--- config.mk ---
export PLATFORM = sky130hd
export DESIGN_NAME = mem_arbiter
export DESIGN_NICKNAME = d
export VERILOG_FILES = /design/src/rtl/mem_pkg.sv /design/src/rtl/mem_arbiter.sv
export SDC_FILE = /design/constraint.sdc
export NUM_CORES = 1
export LEC_CHECK = 0
export BUFFER_PORTS_ARGS = -buffer_cell sky130_fd_sc_hd__buf_2
export CORE_UTILIZATION = 35
export DETAILED_ROUTE_END_ITERATION = 10
export HOLD_SLACK_MARGIN = 0.1
export PLACE_DENSITY = 0.77
export RECOVER_POWER = 25
export SYNTH_ARGS = -nofsm -noshare
export SYNTH_HDL_FRONTEND = slang
export SYNTH_SLANG_ARGS = --single-unit
--- constraint.sdc ---
create_clock -name clock -period 1.1 [get_ports clock]
set_input_delay 0.055 -clock clock [delete_from_list [all_inputs] [get_ports clock]]
set_output_delay 0.055 -clock clock [all_outputs]
set_load 0.1 [all_outputs]
--- src/rtl/mem_pkg.sv ---
// Shared types and constants for the instruction/data memory arbiter.
package mem_pkg;

   typedef enum logic [1:0] {
      ARB_IDLE  = 2'd0,
      ARB_INSTR = 2'd1,
      ARB_DATA  = 2'd2
   } arb_state_t;

   localparam logic [3:0] BE_FULL = 4'hF;

endpackage

--- src/rtl/mem_arbiter.sv ---
// Two-port (instruction/data) arbiter onto a single combinational-read memory.
// Optional starvation guard for the instruction port: MEM_ARB_STARVE_GUARD_EN.
//
// state     | meaning
// ARB_IDLE  | no grant last cycle, no response this cycle
// ARB_INSTR | instruction granted last cycle, if_resp_valid this cycle
// ARB_DATA  | data granted last cycle, dm_resp_valid this cycle
module mem_arbiter
   import mem_pkg::*;
#(
   parameter int ADDR_WIDTH   = 12,
   parameter int DATA_WIDTH   = 32,
   parameter int STARVE_LIMIT = 4
) (
   input  logic                  clock,
   input  logic                  reset,

   input  logic                  if_req_valid,
   output logic                  if_req_ready,
   input  logic [ADDR_WIDTH-1:0] if_req_addr,
   output logic                  if_resp_valid,
   output logic [DATA_WIDTH-1:0] if_resp_data,

   input  logic                  dm_req_valid,
   output logic                  dm_req_ready,
   input  logic                  dm_req_write,
   input  logic [3:0]            dm_req_be,
   input  logic [ADDR_WIDTH-1:0] dm_req_addr,
   input  logic [DATA_WIDTH-1:0] dm_req_wdata,
   output logic                  dm_resp_valid,
   output logic [DATA_WIDTH-1:0] dm_resp_data,

   output logic                  mem_enable,
   output logic                  mem_write_enable,
   output logic [3:0]            mem_byte_enable,
   output logic [ADDR_WIDTH-1:0] mem_address,
   output logic [DATA_WIDTH-1:0] mem_write_data,
   input  logic [DATA_WIDTH-1:0] mem_read_data
);

   arb_state_t state, state_next;
   logic       grant_if;
   logic       grant_dm;
   logic       starve_hit;

`ifdef MEM_ARB_STARVE_GUARD_EN
   localparam int CNT_W = (STARVE_LIMIT < 1) ? 1 : $clog2(STARVE_LIMIT + 1);

   logic [CNT_W-1:0] starve_cnt;

   assign starve_hit = (starve_cnt == CNT_W'(STARVE_LIMIT));

   // Saturating count of data wins while the instruction port is kept waiting.
   always_ff @(posedge clock) begin
      if (reset) begin
         starve_cnt <= '0;
      end else if (!if_req_valid || grant_if) begin
         starve_cnt <= '0;
      end else if (grant_dm && !starve_hit) begin
         starve_cnt <= starve_cnt + 1'b1;
      end
   end
`else
   // The limit only matters when the guard is built.
   logic unused_starve_limit;
   assign unused_starve_limit = ^STARVE_LIMIT;
   assign starve_hit          = 1'b0;
`endif

   always_ff @(posedge clock) begin
      if (reset) begin
         state <= ARB_IDLE;
      end else begin
         state <= state_next;
      end
   end

   always_comb begin
      grant_if         = 1'b0;
      grant_dm         = 1'b0;
      state_next       = ARB_IDLE;
      mem_enable       = 1'b0;
      mem_write_enable = 1'b0;
      mem_byte_enable  = 4'h0;
      mem_address      = '0;
      mem_write_data   = '0;

      if (!reset) begin
         if (dm_req_valid && !(if_req_valid && starve_hit)) begin
            grant_dm = 1'b1;
         end else if (if_req_valid) begin
            grant_if = 1'b1;
         end
      end

      if (grant_dm) begin
         state_next       = ARB_DATA;
         mem_enable       = 1'b1;
         mem_write_enable = dm_req_write;
         mem_byte_enable  = dm_req_be;
         mem_address      = dm_req_addr;
         mem_write_data   = dm_req_wdata;
      end else if (grant_if) begin
         state_next       = ARB_INSTR;
         mem_enable       = 1'b1;
         mem_byte_enable  = BE_FULL;
         mem_address      = if_req_addr;
      end
   end

   assign if_req_ready = grant_if;
   assign dm_req_ready = grant_dm;

   // Writes acknowledge with zero data; each port holds its last response otherwise.
   always_ff @(posedge clock) begin
      if (reset) begin
         if_resp_data <= '0;
         dm_resp_data <= '0;
      end else begin
         if (grant_if) begin
            if_resp_data <= mem_read_data;
         end
         if (grant_dm) begin
            dm_resp_data <= dm_req_write ? '0 : mem_read_data;
         end
      end
   end

   assign if_resp_valid = (state == ARB_INSTR);
   assign dm_resp_valid = (state == ARB_DATA);

endmodule

# --- Word level (Yosys, flattened, before mapping) ---
# Cells that the tools add are included.
totals:
  regBits: 66
  input_bits: 97
  out_inout_bits: 118
  elab_cells: 23
op_classes:
  n_eq_ne: 2
  muxes: 16
  n_reduce_logical: 1
op_table:
  columns: ["operator", "n"]
  rows:
  - ["2-to-1 mux 32 bit", 2]
  - ["2-to-1 mux 12 bit", 2]
  - ["2-to-1 mux 1 bit", 9]
  - ["2-to-1 mux 4 bit", 2]
  - ["equality test 2 x 1 -> 1 bit, second input constant", 1]
  - ["equality test 2 bit, second input constant", 1]
  - ["2-to-1 mux 2 bit", 1]
  - ["OR reduction 2 bit", 1]

# --- Depth between registers and ports, before layout ---
# Gate-level depths: netlist (run 1).
logic_depth:
  word_depth: 5
  mapped_depth: 5
  depth_no_buf: 2

# --- Least setup slack after synthesis (run 1) ---
# Ideal clock, no wire load.
synth_timing:
  kind: "input port to output port"
  startpoint: "in if_req_valid"
  endpoint: "out mem_byte_enable[0]"
  arrival_time_ps: 2009
  required_time_ps: 1045
  slack_ps: -964
  path_stages: 4
  path_buffers: 2
  path_cell_list: "buf_2 -> buf_2 -> nand2b_1 -> a21oi_1"
synth_via:
  elab_chain_len: 5
synth_lines:
  columns: ["element", "line_no", "rtl"]
  rows:
  - ["from (decl)", "mem_arbiter.sv:18", "input logic if_req_valid,"]
  - ["2-to-1 mux 1 bit", "mem_arbiter.sv:91", "end else if (if_req_valid) begin"]
  - ["2-to-1 mux 1 bit", "mem_arbiter.sv:89", "if (dm_req_valid && !(if_req_valid && starve_hit)) begin"]
  - ["2-to-1 mux 1 bit", "mem_arbiter.sv:88", "if (!reset) begin"]
  - ["2-to-1 mux 4 bit", "mem_arbiter.sv:103", "end else if (grant_if) begin"]
  - ["2-to-1 mux 4 bit", "mem_arbiter.sv:96", "if (grant_dm) begin"]
  - ["to (decl)", "mem_arbiter.sv:35", "output logic [3:0] mem_byte_enable,"]
# Every way passes these cells.

# --- Worst setup path after layout (run 1) ---
layout_timing:
  startpoint: "in dm_req_valid"
  endpoint: "out mem_address[3]"
layout_via:
  elab_chain_len: 4
  elab_cells_between_ends: 6
  cone_classes: "mux: 6"
layout_lines:
  columns: ["element", "line_no", "rtl"]
  rows:
  - ["from (decl)", "mem_arbiter.sv:24", "input logic dm_req_valid,"]
  - ["2-to-1 mux 1 bit", "mem_arbiter.sv:89", null]
  - ["2-to-1 mux 1 bit", "mem_arbiter.sv:88", null]
  - ["2-to-1 mux 12 bit", "mem_arbiter.sv:103", null]
  - ["2-to-1 mux 12 bit *", "mem_arbiter.sv:96", null]
  - ["to (decl)", "mem_arbiter.sv:36", "output logic [ADDR_WIDTH-1:0] mem_address,"]
# Mark *: on every way between the ends. The rest lies on a longest branch, timed or not.

==> impl_metrics.env, run 1 <==
export IMPL_status="complete, but fails checks"
export IMPL_violations="setup timing"
export IMPL_ys_async_sr_fraction_pct=0
export IMPL_ys_ff_latch=66
export IMPL_yosysWarnings=0
export IMPL_intPower_mw=4.84
export IMPL_coreArea_sq_um=8760
export IMPL_ys_types=19
export IMPL_post_route_period_util_pct=106
export IMPL_overflow=0
export IMPL_ys_top_cells_by_area="dfxtp_1, nand4bb_1, o32ai_1"
export IMPL_hold_viol_final=0
export IMPL_max_freq_mhz=859
export IMPL_hp_class="in2reg"
export IMPL_finalMaxSlewViolations=0
export IMPL_synth_seq_area_share_pct=41.5
export IMPL_cts_clk_slew_worst_paths_ns=0.07
export IMPL_ys_flop_type="dfxtp_1"
export IMPL_rsz0062_at_grt="yes"
export IMPL_cts_tree="done"
export IMPL_pwr_share_seq_pct=32.7
export IMPL_finalSetupViolations=40
export IMPL_regToRegSetupSlack_ns=0.15
export IMPL_period_needed_ns=1.16
export IMPL_via_per_inst=5.46
export IMPL_pwr_share_clk_pct=25.2
export IMPL_cp_arrival_ns=1.11
export IMPL_dr_pass1_iters=5
export IMPL_grt_pass1_wl_um=22400
export IMPL_vias=3976
export IMPL_drv_cap=0
export IMPL_switching_share_pct=39.7
export IMPL_rows=34
export IMPL_setup_tns_ns=-1.32
export IMPL_whs_ns=0.134
export IMPL_fin_nets=709
export IMPL_routed_wl_um=15600
export IMPL_multi_input_area_sq_um=1760
export IMPL_synth_top_cell_area_share_pct=41.5
export IMPL_skew_ns=0
export IMPL_htreeDepth=3
export IMPL_gp_congestion=0.766
export IMPL_power_frac_comb_pct=42.1
export IMPL_syn_area_sq_um=3190
export IMPL_postRouteAntennaNets=0
export IMPL_fill_cells=451
export IMPL_first_iter_violations=195
export IMPL_post_place_ws_ns=-0.358
export IMPL_io_pins=215
export IMPL_hpwl_um=9460
export IMPL_grtUsageTotal_pct=30.8
export IMPL_insertion_delay_ns=0.33
export IMPL_crit_path_end="mem_address[3]"
export IMPL_worstMarginPinSlew_ns=0.393
export IMPL_synth_area_leader_cell="dfxtp_1"
export IMPL_cts_sinks=66
export IMPL_r2r_start="dm_resp_data[23]"
export IMPL_synth_net_count=460
export IMPL_r2r_end="dm_resp_data[23]"
export IMPL_synth_cells=363
export IMPL_cp_max_fo=6
export IMPL_yosysMostFrequentCell="dfxtp_1"
export IMPL_wire_per_inst_um=21.5
export IMPL_register_area_sq_um=1400
export IMPL_synth_commonest_cells="dfxtp_1, nand2_1, and2_1, nand2b_1"
export IMPL_p_leak_nw=2.96
export IMPL_end_kind="output pin"
export IMPL_cts_buffers=9
export IMPL_die_x_um=97.4
export IMPL_antenna_found_initial=3
export IMPL_cp_required_ns=1.04
export IMPL_relSlewSlack_pct=73.7
export IMPL_start_util_pct=36.4
export IMPL_drive_gt1_share_pct=62.2
export IMPL_root_buffer="clkbuf_8"
export IMPL_layout_setup_ws_ns=-0.0642
export IMPL_rr_worst_depth=2
export IMPL_cts_buffer_depth=2
export IMPL_area_growth_pct=121
export IMPL_p_sw_mw=3.19
export IMPL_power_density_nw_per_um2=1140
export IMPL_startpoint="dm_req_valid"
export IMPL_synth_edf_count=0
export IMPL_fp_dieH_um=97.4
export IMPL_start_kind="input pin"
export IMPL_syn_avg_cell_area_sq_um=8.78
export IMPL_grt_max_degree=64
export IMPL_drc=0
export IMPL_io_buffers=214
export IMPL_fp_dieArea_sq_um=9490
export IMPL_ir_drop_mv=0.833
export IMPL_grt_pass1_vias=4030
export IMPL_crit_type="in2out"
-- repair_timing --
| item | 4_1_cts | 5_1_grt |
|---|---|---|
| hold buffers | 33 | 0 |
| setup endpoints to repair | 65 | 53 |
| gates resized for setup | 45 | 17 |
| gates cloned | 5 | 3 |
| buffers inserted | 11 | 0 |
| pin swaps | 5 | 28 |
| endpoints found under the hold margin | 64 | 0 |
-- layer usage --
layer  GRT usage (%)  vias up  share of wire (%)
li1                -     1777                  -
met3            9.93       36                7.7
met2            56.1      229                 53
met5               0        -                  0
met1            32.4     1934                 36
met4            12.6        0                2.7
-- worst max-delay path: stages --
cell and delay [ns]:
buf_8 0.10, buf_6 0.11, nor2b_4 0.14, buf_6 0.14, buf_12 0.13, a32o_2 0.26, buf_12 0.17
-- kinds of logic (layout without fill, tap and decap cells) --
logic type,count (synthesis),count (layout),synth area share (%)
other,0,3,0
AOI/OAI and AO/OA,80,80,18.2
DFF,66,66,41.5
and+or+nand+nor,145,145,30.3
buffers and inverters,72,326,10.1
-- state kept, by name, indices dropped and copies added (netlist names) --
| name | count |
|---|---|
| dm_resp_data | 32 |
| if_resp_data | 32 |
| state | 2 |
-- through the flow --
| stage | utilization (%) | cells | power [mW] | area (sq um) |
|---|---|---|---|---|
| after floorplan | - | 363 | 4.57 | 3460 |
| after global placement | 69.5 | 658 | 5.64 | 6090 |
| after detailed placement | 69.5 | 658 | 5.71 | 6090 |
| after CTS | 79.6 | 723 | 7.95 | 6970 |
| after global routing | 80.3 | 726 | 8.26 | 7040 |
| final | 80.4 | 728 | 8.02 | 7040 |
-- power by group through the flow --
| stage | clock (mW) | combinational, mW | sequential (mW) |
|---|---|---|---|
| after CTS | 2.03 | 3.29 | 2.62 |
| after floorplan | 0 | 1.19 | 3.38 |
| after global placement | 0 | 2.97 | 2.66 |
| after global routing | 2.18 | 3.45 | 2.63 |
| final | 2.02 | 3.38 | 2.63 |
| after detailed placement | 0 | 3.03 | 2.67 |
-- how the worst min path moves through the flow --
stage,depth (start not counted),end,start
after CTS,3,state[0],if_req_valid
after global routing,3,state[0],if_req_valid
after detailed placement,3,dm_resp_data[7],mem_read_data[7]
after global placement,3,dm_resp_data[8],mem_read_data[8]
after floorplan,2,dm_resp_data[10],mem_read_data[10]
final,3,state[0],if_req_valid
-- layout make-up --
cell class / instances / share of cell area [%]
clock inverter: 7 / 0.995
inverter: 32 / 1.71
multi-input combinational: 225 / 25.0
sequential: 66 / 19.9
timing repair buffer: 278 / 48.6
tap: 108 / 1.92
antenna: 3 / 0.107
clock buffer: 9 / 1.76
-- layout by cell type, fill, tap and decap left out, types with 2 or more instances in the layout --
cell type      instances
nor2_4                 3
clkinv_2               3
o21ai_0               29
nand4bb_1             32
and2_4                32
buf_4                 31
o32ai_1               32
a32o_4                 2
buf_8                  2
a32o_2                10
diode_2                3
clkinv_4               2
clkbuf_16              2
buf_2                 94
o21ai_1                3
a21oi_4                4
buf_12               104
inv_1                 32
buf_6                  6
dfxtp_2               66
dlygate4sd3_1         33
nand2_1               36
nor2b_4                3
nor2_1                 2
buf_16                 2
clkbuf_8               9
nand2b_1              32
bufbuf_16              3
Power figures use the tool's default switching activity.
==> run 2: changes to the inputs <==
Settings changed: ABC_AREA from default to 1, PLACE_DENSITY 0.77 to 0.78.
==> impl_metrics.env, run 2 <==
export IMPL_status="finished, final reports clean"
export IMPL_grt_max_degree=35
export IMPL_crit_type="in2out"
export IMPL_finalPower_mw=7.88
export IMPL_synth_top_family_by_area="simple AND/OR/NAND/NOR gates"
export IMPL_post_route_period_util_pct=98.7
export IMPL_postRouteAntennaNets=0
export IMPL_synthAdderAreaFrac_pct=0
export IMPL_ys_async_sr_fraction_pct=0
export IMPL_grt_pass1_wl_um=20800
export IMPL_p_leak_nw=3.44
export IMPL_finalSetupViolations=0
export IMPL_period_needed_ns=1.09
export IMPL_cts_buffers=9
export IMPL_first_iter_violations=134
export IMPL_switching_share_pct=39.2
export IMPL_power_frac_comb_pct=40.7
export IMPL_io_pins=215
export IMPL_drc=0
export IMPL_skew_ns=0
export IMPL_worstMarginPinSlew_ns=0.492
export IMPL_synth_xor_area_share_pct=0
export IMPL_htreeDepth=3
export IMPL_syn_avg_cell_area_sq_um=6.31
export IMPL_routed_wl_um=13800
export IMPL_fp_dieH_um=94.8
export IMPL_rr_worst_depth=2
export IMPL_ys_types=12
export IMPL_gp_congestion=0.796
export IMPL_synth_cells=478
export IMPL_overflow=0
export IMPL_ir_drop_mv=0.884
export IMPL_syn_area_sq_um=3010
export IMPL_area_growth_pct=126
export IMPL_root_buffer="clkbuf_8"
export IMPL_cp_arrival_ns=1.03
export IMPL_via_per_inst=4.93
export IMPL_grt_pass1_vias=4248
export IMPL_cts_sinks=66
export IMPL_hold_viol_final=0
export IMPL_fin_nets=824
export IMPL_insertion_delay_ns=0.32
export IMPL_antenna_found_initial=0
export IMPL_synth_top_cell_area_share_pct=43.8
export IMPL_pwr_share_clk_pct=25.9
export IMPL_io_buffers=214
export IMPL_fp_dieArea_sq_um=8990
export IMPL_coreArea_sq_um=8260
export IMPL_synth_area_leader_cell="dfxtp_1"
export IMPL_cts_tree="done"
export IMPL_p_sw_mw=3.09
export IMPL_reg_largest_list="dm_resp_data x32, if_resp_data x32, state x2"
export IMPL_yosysWarnings=0
export IMPL_mostFrequentLayoutCells="nand2_1, buf_12, buf_2, nand3_1, inv_1"
export IMPL_min_delay_path_depth=3
export IMPL_layout_commonest_cell="nand2_1"
export IMPL_grtUsageTotal_pct=30.4
export IMPL_fin_util_pct=82.4
export IMPL_drive_gt1_share_pct=49.5
export IMPL_synth_seq_area_share_pct=43.8
export IMPL_hp_class="in2reg"
export IMPL_rsz0062_at_grt="yes"
export IMPL_die_x_um=94.8
export IMPL_vias=4115
export IMPL_end_kind="output pin"
export IMPL_drv_cap=0
export IMPL_max_freq_mhz=921
export IMPL_finalMaxSlewViolations=0
export IMPL_synth_simple_gate_area_share_pct=42.0
export IMPL_synth_edf_count=0
export IMPL_wire_per_inst_um=16.6
export IMPL_synth_compound_area_share_pct=0
export IMPL_yosysMostFrequentCell="nand2_1"
export IMPL_rows=33
export IMPL_cp_required_ns=1.04
export IMPL_ys_top_cells_by_area="dfxtp_1, nand2_1, nand3_1"
export IMPL_pwr_share_seq_pct=33.4
export IMPL_dr_pass1_iters=6
export IMPL_synth_commonest_cells="nand2_1, nand3_1, inv_1"
export IMPL_synth_net_count=575
export IMPL_ys_ff_latch=66
export IMPL_antenna_cells=0
export IMPL_cts_buffer_depth=2
export IMPL_relSlewSlack_pct=67.2
export IMPL_synthMuxAreaShare_pct=0
export IMPL_start_kind="input pin"
export IMPL_dpl_cell_area_sq_um=6200
export IMPL_start_util_pct=36.5
export IMPL_hpwl_um=9500
export IMPL_fin_area_sq_um=6810
export IMPL_ys_flop_type="dfxtp_1"
export IMPL_power_density_nw_per_um2=1160
export IMPL_cp_max_fo=11
export IMPL_intPower_mw=4.79
export IMPL_cts_clk_slew_worst_paths_ns=0.06
-- run 2: power by group through the flow --
stage / Clock (mW) / Sequential [mW] / Combinational (mW)
CTS: 2.07 / 2.63 / 3.16
global route: 2.15 / 2.64 / 3.31
global placement: 0 / 2.68 / 3.01
detailed placement: 0 / 2.69 / 3.06
floorplan: 0 / 3.37 / 1.12
finish: 2.04 / 2.64 / 3.21
-- run 2: cell type report --
cell class	instances	area (sq um)
clock buffers	12	155
clock inverters	2	37.5
well taps	105	131
inverters	72	274
fillers	475	1450
repair buffers	269	3380
multi-input cells	309	1430
flip-flops and latches	66	1400
-- run 2: timing repair --
action | in CTS | in global routing
gates resized for setup | 8 | 2
setup endpoints to repair | 7 | 7
hold buffers | 34 | 0
gates cloned | 0 | 2
hold endpoints to repair | 65 | 0
buffers inserted | 0 | 2
pin swaps | 0 | 2
-- run 2: worst max-delay path, stage by stage --
cell	delay [ns]
buf_2	0.12
inv_2	0.06
nor2_4	0.16
inv_2	0.08
buf_4	0.19
nor2_2	0.15
buf_12	0.19
-- run 2: routing by layer --
layer / track usage [%] / vias up / part of all wire (%)
met2: 56.4 / 259 / 53
li1: - / 1917 / -
met1: 28.8 / 1880 / 33
met5: 0 / - / 0
met4: 21.0 / 0 / 5.1
met3: 8.45 / 59 / 8.6
-- run 2: metrics by stage --
stage | instances | hold slack (ns) | setup TNS (ns) | worst slack, ns
3_3_place_gp | 783 | 0.292 | 0 | 0.0255
2_1_floorplan | 478 | 0.127 | -8.24 | -0.247
6_report | 835 | 0.172 | 0 | 0.0145
3_5_place_dp | 783 | 0.298 | 0 | 0.00102
5_1_grt | 835 | 0.190 | -0.287 | -0.0325
4_1_cts | 831 | 0.160 | 0 | 0.00869
-- run 2: cells by family after synthesis --
group | count (synthesis)
buffers and inverters | 103
DFF | 66
and+or+nand+nor | 309
-- run 2: worst paths after layout --
| kind | startpoint | to | slack (ns) |
|---|---|---|---|
| worst max-delay path | dm_req_valid | mem_write_data[7] | 0.01 |
| worst min register to register | dm_resp_data[26] | dm_resp_data[26] | 0.47 |
| worst min-delay path | if_req_valid | state[0] | 0.17 |
| worst max register to register | if_resp_data[20] | if_resp_data[20] | 0.49 |
